===== src/rtl/conv5x5_bin_engine.sv =====
// Binary 5x5 sliding-window engine: latches kernel, streams raster pixels, emits match counts.
// Optional CONV_XNOR_EN: products become XNOR (BNN match count) instead of AND.
module conv5x5_bin_engine #(
    parameter int IMG_W = 28,
    parameter int IMG_H = 28
) (
    input  logic        clk,
    input  logic        rst,
    input  logic        kernal_ok,
    input  logic [24:0] kernal_data,
    input  logic        pix_valid,
    input  logic        pix_data,
    output logic        busy,
    output logic        out_valid,
    output logic [4:0]  out_data,
    output logic [4:0]  out_row,
    output logic [4:0]  out_col,
    output logic        frame_done
);

    localparam int CW = $clog2(IMG_W);
    localparam int RW = $clog2(IMG_H);

    typedef enum logic [1:0] {
        S_IDLE,
        S_LOAD,
        S_RUN,
        S_DONE
    } state_t;

    state_t                 state_q;
    logic [24:0]            kern_q;
    logic [3:0][IMG_W-1:0]  lb_q;
    logic [4:0][4:0]        win_q;
    logic [4:0][4:0]        win_d;
    logic [CW-1:0]          col_q;
    logic [RW-1:0]          row_q;
    logic                   busy_q;
    logic                   ov_q;
    logic                   fd_q;
    logic [4:0]             data_q;
    logic [4:0]             orow_q;
    logic [4:0]             ocol_q;

    logic                   accept;
    logic                   last_pix;
    logic                   win_ok;
    logic [24:0]            prod;
    logic [4:0]             sum_d;

    always_comb begin
        accept   = (state_q == S_RUN) && pix_valid;
        last_pix = (row_q == RW'(IMG_H - 1)) && (col_q == CW'(IMG_W - 1));
        win_ok   = (row_q >= RW'(4)) && (col_q >= CW'(4));
        // Packed [r][c] puts w[r][c] at bit r*5+c, matching the kernel bit order.
        win_d[0] = {lb_q[3][col_q], win_q[0][4:1]};
        win_d[1] = {lb_q[2][col_q], win_q[1][4:1]};
        win_d[2] = {lb_q[1][col_q], win_q[2][4:1]};
        win_d[3] = {lb_q[0][col_q], win_q[3][4:1]};
        win_d[4] = {pix_data,       win_q[4][4:1]};
`ifdef CONV_XNOR_EN
        prod = ~(win_d ^ kern_q);
`else
        prod = win_d & kern_q;
`endif
        sum_d = '0;
        for (int k = 0; k < 25; k++) begin
            sum_d = sum_d + 5'(prod[k]);
        end
    end

    always_ff @(posedge clk or posedge rst) begin
        if (rst) begin
            state_q <= S_IDLE;
            kern_q  <= '0;
            lb_q    <= '0;
            win_q   <= '0;
            col_q   <= '0;
            row_q   <= '0;
            busy_q  <= 1'b0;
            ov_q    <= 1'b0;
            fd_q    <= 1'b0;
            data_q  <= '0;
            orow_q  <= '0;
            ocol_q  <= '0;
        end else begin
            ov_q <= 1'b0;
            unique case (state_q)
                S_IDLE: begin
                    if (kernal_ok) begin
                        state_q <= S_LOAD;
                        busy_q  <= 1'b1;
                    end
                end
                S_LOAD: begin
                    kern_q  <= kernal_data;
                    col_q   <= '0;
                    row_q   <= '0;
                    state_q <= S_RUN;
                end
                S_RUN: begin
                    if (accept) begin
                        win_q            <= win_d;
                        lb_q[0][col_q]   <= pix_data;
                        lb_q[1][col_q]   <= lb_q[0][col_q];
                        lb_q[2][col_q]   <= lb_q[1][col_q];
                        lb_q[3][col_q]   <= lb_q[2][col_q];
                        ov_q             <= win_ok;
                        if (win_ok) begin
                            data_q <= sum_d;
                            orow_q <= 5'(row_q - RW'(4));
                            ocol_q <= 5'(col_q - CW'(4));
                        end
                        if (col_q == CW'(IMG_W - 1)) begin
                            col_q <= '0;
                            row_q <= last_pix ? '0 : row_q + RW'(1);
                        end else begin
                            col_q <= col_q + CW'(1);
                        end
                        if (last_pix) begin
                            state_q <= S_DONE;
                            busy_q  <= 1'b0;
                            fd_q    <= 1'b1;
                        end
                    end
                end
                S_DONE: begin
                    fd_q    <= 1'b0;
                    state_q <= S_IDLE;
                end
                default: state_q <= S_IDLE;
            endcase
        end
    end

    assign busy       = busy_q;
    assign out_valid  = ov_q;
    assign out_data   = data_q;
    assign out_row    = orow_q;
    assign out_col    = ocol_q;
    assign frame_done = fd_q;

endmodule

===== config.mk =====
export PLATFORM = sky130hd
export DESIGN_NAME = conv5x5_bin_engine
export DESIGN_NICKNAME = d
export VERILOG_FILES = /design/src/rtl/conv5x5_bin_engine.sv
export SDC_FILE = /design/constraint.sdc
export NUM_CORES = 1
export LEC_CHECK = 0
export ABC_AREA = 1
export CAP_MARGIN = 25
export CORE_ASPECT_RATIO = 1.25
export CORE_MARGIN = 2
export CORE_UTILIZATION = 55
export DETAILED_ROUTE_END_ITERATION = 10
export PLACE_DENSITY = 0.77
export SETUP_SLACK_MARGIN = 0.05
export SLEW_MARGIN = 10
export SYNTH_ARGS = -nofsm -noshare
export SYNTH_HDL_FRONTEND = slang
export SYNTH_SLANG_ARGS = --single-unit

===== constraint.sdc =====
create_clock -name clk -period 6.19 [get_ports clk]
set_input_delay 1.238 -clock clk [delete_from_list [all_inputs] [get_ports clk]]
set_output_delay 1.238 -clock clk [all_outputs]
set_load 0.005 [all_outputs]

# Yosys cells after proc, flatten, opt, wreduce, memory -nomap -nowiden
# Cells that the tools add are included.
# word_totals
regBits,192
word_cells,110
# classes
add_sub_neg,28
order_cmp,4
eq_ne,9
mux,34
bitwise_logic,1
reduce_logical,15
# ops
operator,n
$bwmux 28,4
$add 5x1->5,20
$and 25x25->25,1
$mux 5,5
$bmux 1 s5,4
$pmux 5 s2,2
$mux 1,12
$reduce_and 3->1,4
$add 5x1->5 const B,2
$eq 5x5->1 const B,2
$ge 5x3->1 const B,2
$sub 5x3->5 const B,2
$pmux 2 s4,1
$lt 5x6->1 const B,1
$mux 2,3
$ne 2x2->1 const B,3
$reduce_bool 2->1,3
$add 4x1->5,1
$demux 1 s5,1
$ge 5x1->1 const B,1
$add 3x1->4,1
$eq 2x2->1 const B,2
$logic_and 1x1->1,4
$pmux 1 s2,2
other kinds (7),8

# Logic depth before layout (Yosys ltp)
# logic_depth
word_depth,27
ltp_mapped,28

# Worst setup path before layout
# Ideal clock, no wire load.
# synth_timing
path_kind,reg2reg
start,register col_q[0]
end,register data_q[4] (netlist: out_data[4])
setup_time_ps,121
arrival_time_ps,5255
slack_ps,814
path_stages_with_launch,27
n_path_buf,4
period_less_slack_ps,5376
cell_sequence,dfrtp_1 > buf_4 > buf_4 > buf_4 > nand2_1 > nand3_1 > nand2_1 > nand2_1 > nand2_1 > nor2_1 > nand2_1 > buf_4 > nand2_1 > fa_1 > fa_1 > inv_1 > fa_1 > inv_1 > fa_1 > inv_1 > fa_1 > fa_1 > fa_1 > a21oi_1 > nor2_1 > nor2_1 > o21ai_1
# synth_between
elab_chain_cells,24
elab_cells_between_ends,33
classes_between,21 x add/sub; 1 x order compare; 8 x mux; 1 x bitwise; 2 x reduce/logical
# synth_rtl
item,line_no,rtl
from (decl),36,logic [CW-1:0] col_q;
from (signal assigned),118,col_q <= col_q + CW'(1);
$bmux 1 s5,56,"win_d[0] = {lb_q[3][col_q], win_q[0][4:1]};"
$mux 1 (implied by the code),56,
$and 25x25->25,64,prod = win_d & kern_q;
$add 4x1->5,68,sum_d = sum_d + 5'(prod[k]);
$add 5x1->5 (20 in a row),68,
to (signal assigned),110,data_q <= sum_d;
to (decl),41,logic [4:0] data_q;
# Parallel ways exist; a longest one is shown, timed or not. The select of a mux whose other input is x is not followed.
# A chain may end at the register's enable or synchronous reset.

# Worst setup path after layout
# layout_timing
start,register col_q[3]
end,register data_q[4] (netlist: out_data[4])
# Same word-level chain as after synthesis.

==> impl_metrics.yaml <==
logic_synthesis:
  synth_edf_count: 0
  syn_area_um2: 9700
  synth.ff_latch_count: 187
  synthesis.nets: 1322
  post_synth_and_or_nand_nor_area_fraction_pct: 28.4
  synth-adder-area-share_pct: 6.68
  synthMuxAreaShare_pct: 2.67
  synthCells: 1251
  ys.flop_type: "dfrtp_1"
  combinational_family_with_the_most_area_after_synthesis: "simple AND/OR/NAND/NOR gates"
  synth-warning-count: 0
  synthDistinctLibCells: 27
  xor_and_xnor_fraction_of_the_mapped_netlist_area_pct: 0.632
  synth-seq-area-share_pct: 48.3
  ffs_w_async_s_r_synth_pct: 100
  synth.avg_cell_area_um2: 7.75
  synth-compound-area-share_pct: 3.56
power_and_ir_drop:
  total_switching_power_uw: 1830
  power.density_cell_area_nw_per_um2: 409
  seq_pwr_share_pct: 39.7
  ir_worst_vdd_uv: 226
  power.share.combinational_pct: 35.8
  power.share.switching_pct: 41.0
  clkPwrFrac_pct: 24.4
  cell_internal_pwr_uw: 2630
  p_leak_uw: 0.00578
layout:
  fillers: 1454
  num-nets-final: 1358
  layout_commonest_cell: "nand2_1"
  num_antenna_cells: 0
  most-common-layout-cells: "nand2_1 (575), dfrtp_1 (186), inv_1 (173)"
  area_delta_synth_final_pct: 12.3
  stdcell_count: 1524
  drive_gt1_share_pct: 6.00
timing:
  setup-tns-final_ns: 0
  drv_slew: 0
  max_freq_mhz: 179
  layout_min_cycle_time_ns: 5.58
  timing.slew.headroom_pct: 33.6
  tightestPinTransition_ns: 0.995
  rsz0062_at_grt: "false"
  finalCritPeriodShare_pct: 90.1
  report.final.setup_viol: 0
  fin_worst_skew_ns: 0.0160
  finalHoldViolations: 0
route:
  final_antenna_net_count: 0
  remaining_drc_errors: 0
  wl_per_cell_um: 14.6
  initialDrtViolationCount: 533
  route.detailed.vias_per_inst: 5.11
  iteration_count_of_the_initial_detailed_routing_pass: 5
  finalWirelength_um: 22300
  dr_total_vias: 7791
critical_path:
  timing.critical_path.depth: 22
  timing.critical_path.slowest_cell_delay_ns: 0.54
  timing.critical_path.to_type: "register"
  cells_along_the_critical_path: "inv_1 > nand2_1 > nor2_1 > nand2_1 > nand2_1 > nor2_1 > nand2_1 > nand2_1 > fa_1 > fa_1 > inv_1 > fa_1 > inv_1 > fa_1 > inv_1 > fa_1 > fa_1 > fa_1 > a21oi_1 > nor2_1 > nor2_1 > o21ai_1"
  crit_path_start_kind: "register"
  cp_data_arrival_time_ns: 5.91
  worst-endpoint-required_ns: 6.52
  critPathTopFamily: "adder cells"
  worstPathMaxFanout: 7
  cp_num_buf_inv: 4
  r2r.worst_path.cells: 22
  critical-path-top-cell-by-count: "fa_1"
  cp_slowest_cell: "fa_1"
  timing_worst_setup_path_type: "reg2reg"
min_path:
  timing.hold.worst_path_depth: 2
  worst_hold_path_type: "reg2reg"
placement:
  globalplace.congestion: 0.863
  dp_hpwl_um: 14900
  placedCellCount: 1491
  io_buffer_count: 47
job:
  cap_violations: 0
floorplan:
  die_height_um: 152
  core_area_um2: 17400
  row_cnt: 54
  start_util_pct: 55.8
  die-width_um: 123
  top_level_port_count: 48
  die_footprint_um2: 18700
status:
  status: "complete, no violations"
grt:
  grt_first_pass_wirelength_um: 38200
  gr-usage-met1_pct: 33.2
  gr-total-overflow: 0
  grt_max_degree: 188
  global_route.usage.total_pct: 26.0
  grt_pass1_vias: 7871
  initial_antenna_violation_count: 0
  gr-usage-met2_pct: 43.2
  grt_use_met3_pct: 4.98
  grt-busiest-layer: "met2"
clocking:
  cts_hold_buffers: 0
  numClockSinks: 187
  cts-resized-gates: 0
  clk_root_buffer_cell: "clkbuf_16"
  post_cts.repair.setup_buffers: 0
  cts.clk_slew.worst_paths_ns: 0.07
  ctsHtreeMaxLevel: 4
  cts_buffers: 17
  clock_tree.buffer_depth: 2
  tritoncts_clock_tree: "done"
  clock_latency_ns: 0.45
## tightest hold or removal path: stages (launching register included)
cell and delay [ns]:
dfrtp_1 0.34, nand2_1 0.05, nand2_1 0.05
## cell families (layout without fill, tap and decap cells)
group	count (synthesis)	after routing
multiplexers	23	23
buffers and inverters	221	270
flip-flops	187	187
AO/OA/AOI/OAI	68	68
adder cells (fa/ha/maj)	41	41
AND/OR/NAND/NOR	704	704
XOR/XNOR	7	7
## power groups by stage
stage               clock [µW]  sequential [µW]  combinational, µW
detailed placement           0             1780               1580
finish                    1090             1770               1600
global placement             0             1780               1550
global route              1150             1810               1820
floorplan                    0             1730               1190
CTS                       1100             1770               1590
## cell type report
class                      count  area [µm²]  share of cell area (%)
clock inverter                15         165                    1.52
tap                          224         280                    2.57
sequential                   187        4680                    43.0
inverter                     179         678                    6.23
clock buffer                  17         425                    3.91
multi-input combinational    843        4070                    37.4
timing repair buffer          59         589                    5.41
## state kept, by name, indices dropped and copies added (netlist names)
register and cells:
lb_q 112, kern_q 25, win_d 20, col_q 5, out_col 5, out_data 5, out_row 5, row_q 5
state_q 2, busy 1, frame_done 1, out_valid 1
## through the flow
step                total power (µW)  cell area [µm²]  setup WS [ns]  hold WS (ns)  utilization [%]
floorplan                       2920             9700          0.814         0.449                -
global placement                3330            10300          0.667         0.462             59.2
detailed placement              3360            10300          0.588         0.466             59.2
CTS                             4460            10900          0.570         0.484             62.6
global route                    4780            10900          0.293         0.501             62.7
finish                          4460            10900          0.614         0.480             62.7
## metal layers
metal,part of all wire [%],up-vias
li1,-,3832
met1,40,3688
met2,51,230
met3,5.7,41
met4,2.9,0
met5,0,-
## final timing paths
path	to	from	slack (ns)
worst max-delay path	out_data[4]$_DFFE_PP0P_	col_q[3]$_DFFE_PP0P_	0.61
worst min register to register	lb_q[88]$_DFFE_PP0P_	lb_q[88]$_DFFE_PP0P_	0.48
max in group asynchronous	col_q[0]$_DFFE_PP0P_	rst	3.96
worst min-delay path	lb_q[88]$_DFFE_PP0P_	lb_q[88]$_DFFE_PP0P_	0.48
min in group asynchronous	kern_q[11]$_DFFE_PP0P_	rst	1.41
worst max register to register	out_data[4]$_DFFE_PP0P_	col_q[3]$_DFFE_PP0P_	0.61
## cell usage after synthesis, types with 4 or more instances
library cell / number / area share [%]
a21oi_1: 11 / 0.57
buf_2: 13 / 0.67
buf_4: 13 / 1.0
buf_6: 5 / 0.58
clkbuf_1: 10 / 0.39
dfrtp_1: 187 / 48
fa_1: 18 / 3.7
ha_1: 23 / 3.0
inv_1: 174 / 6.7
mux2_2: 23 / 2.7
nand2_1: 575 / 22
nand3_1: 67 / 3.5
nor2_1: 52 / 2.0
o21ai_0: 47 / 2.4
o21ai_1: 6 / 0.31
o22ai_1: 4 / 0.26
xnor2_1: 4 / 0.36
Power figures use the tool's default switching activity.
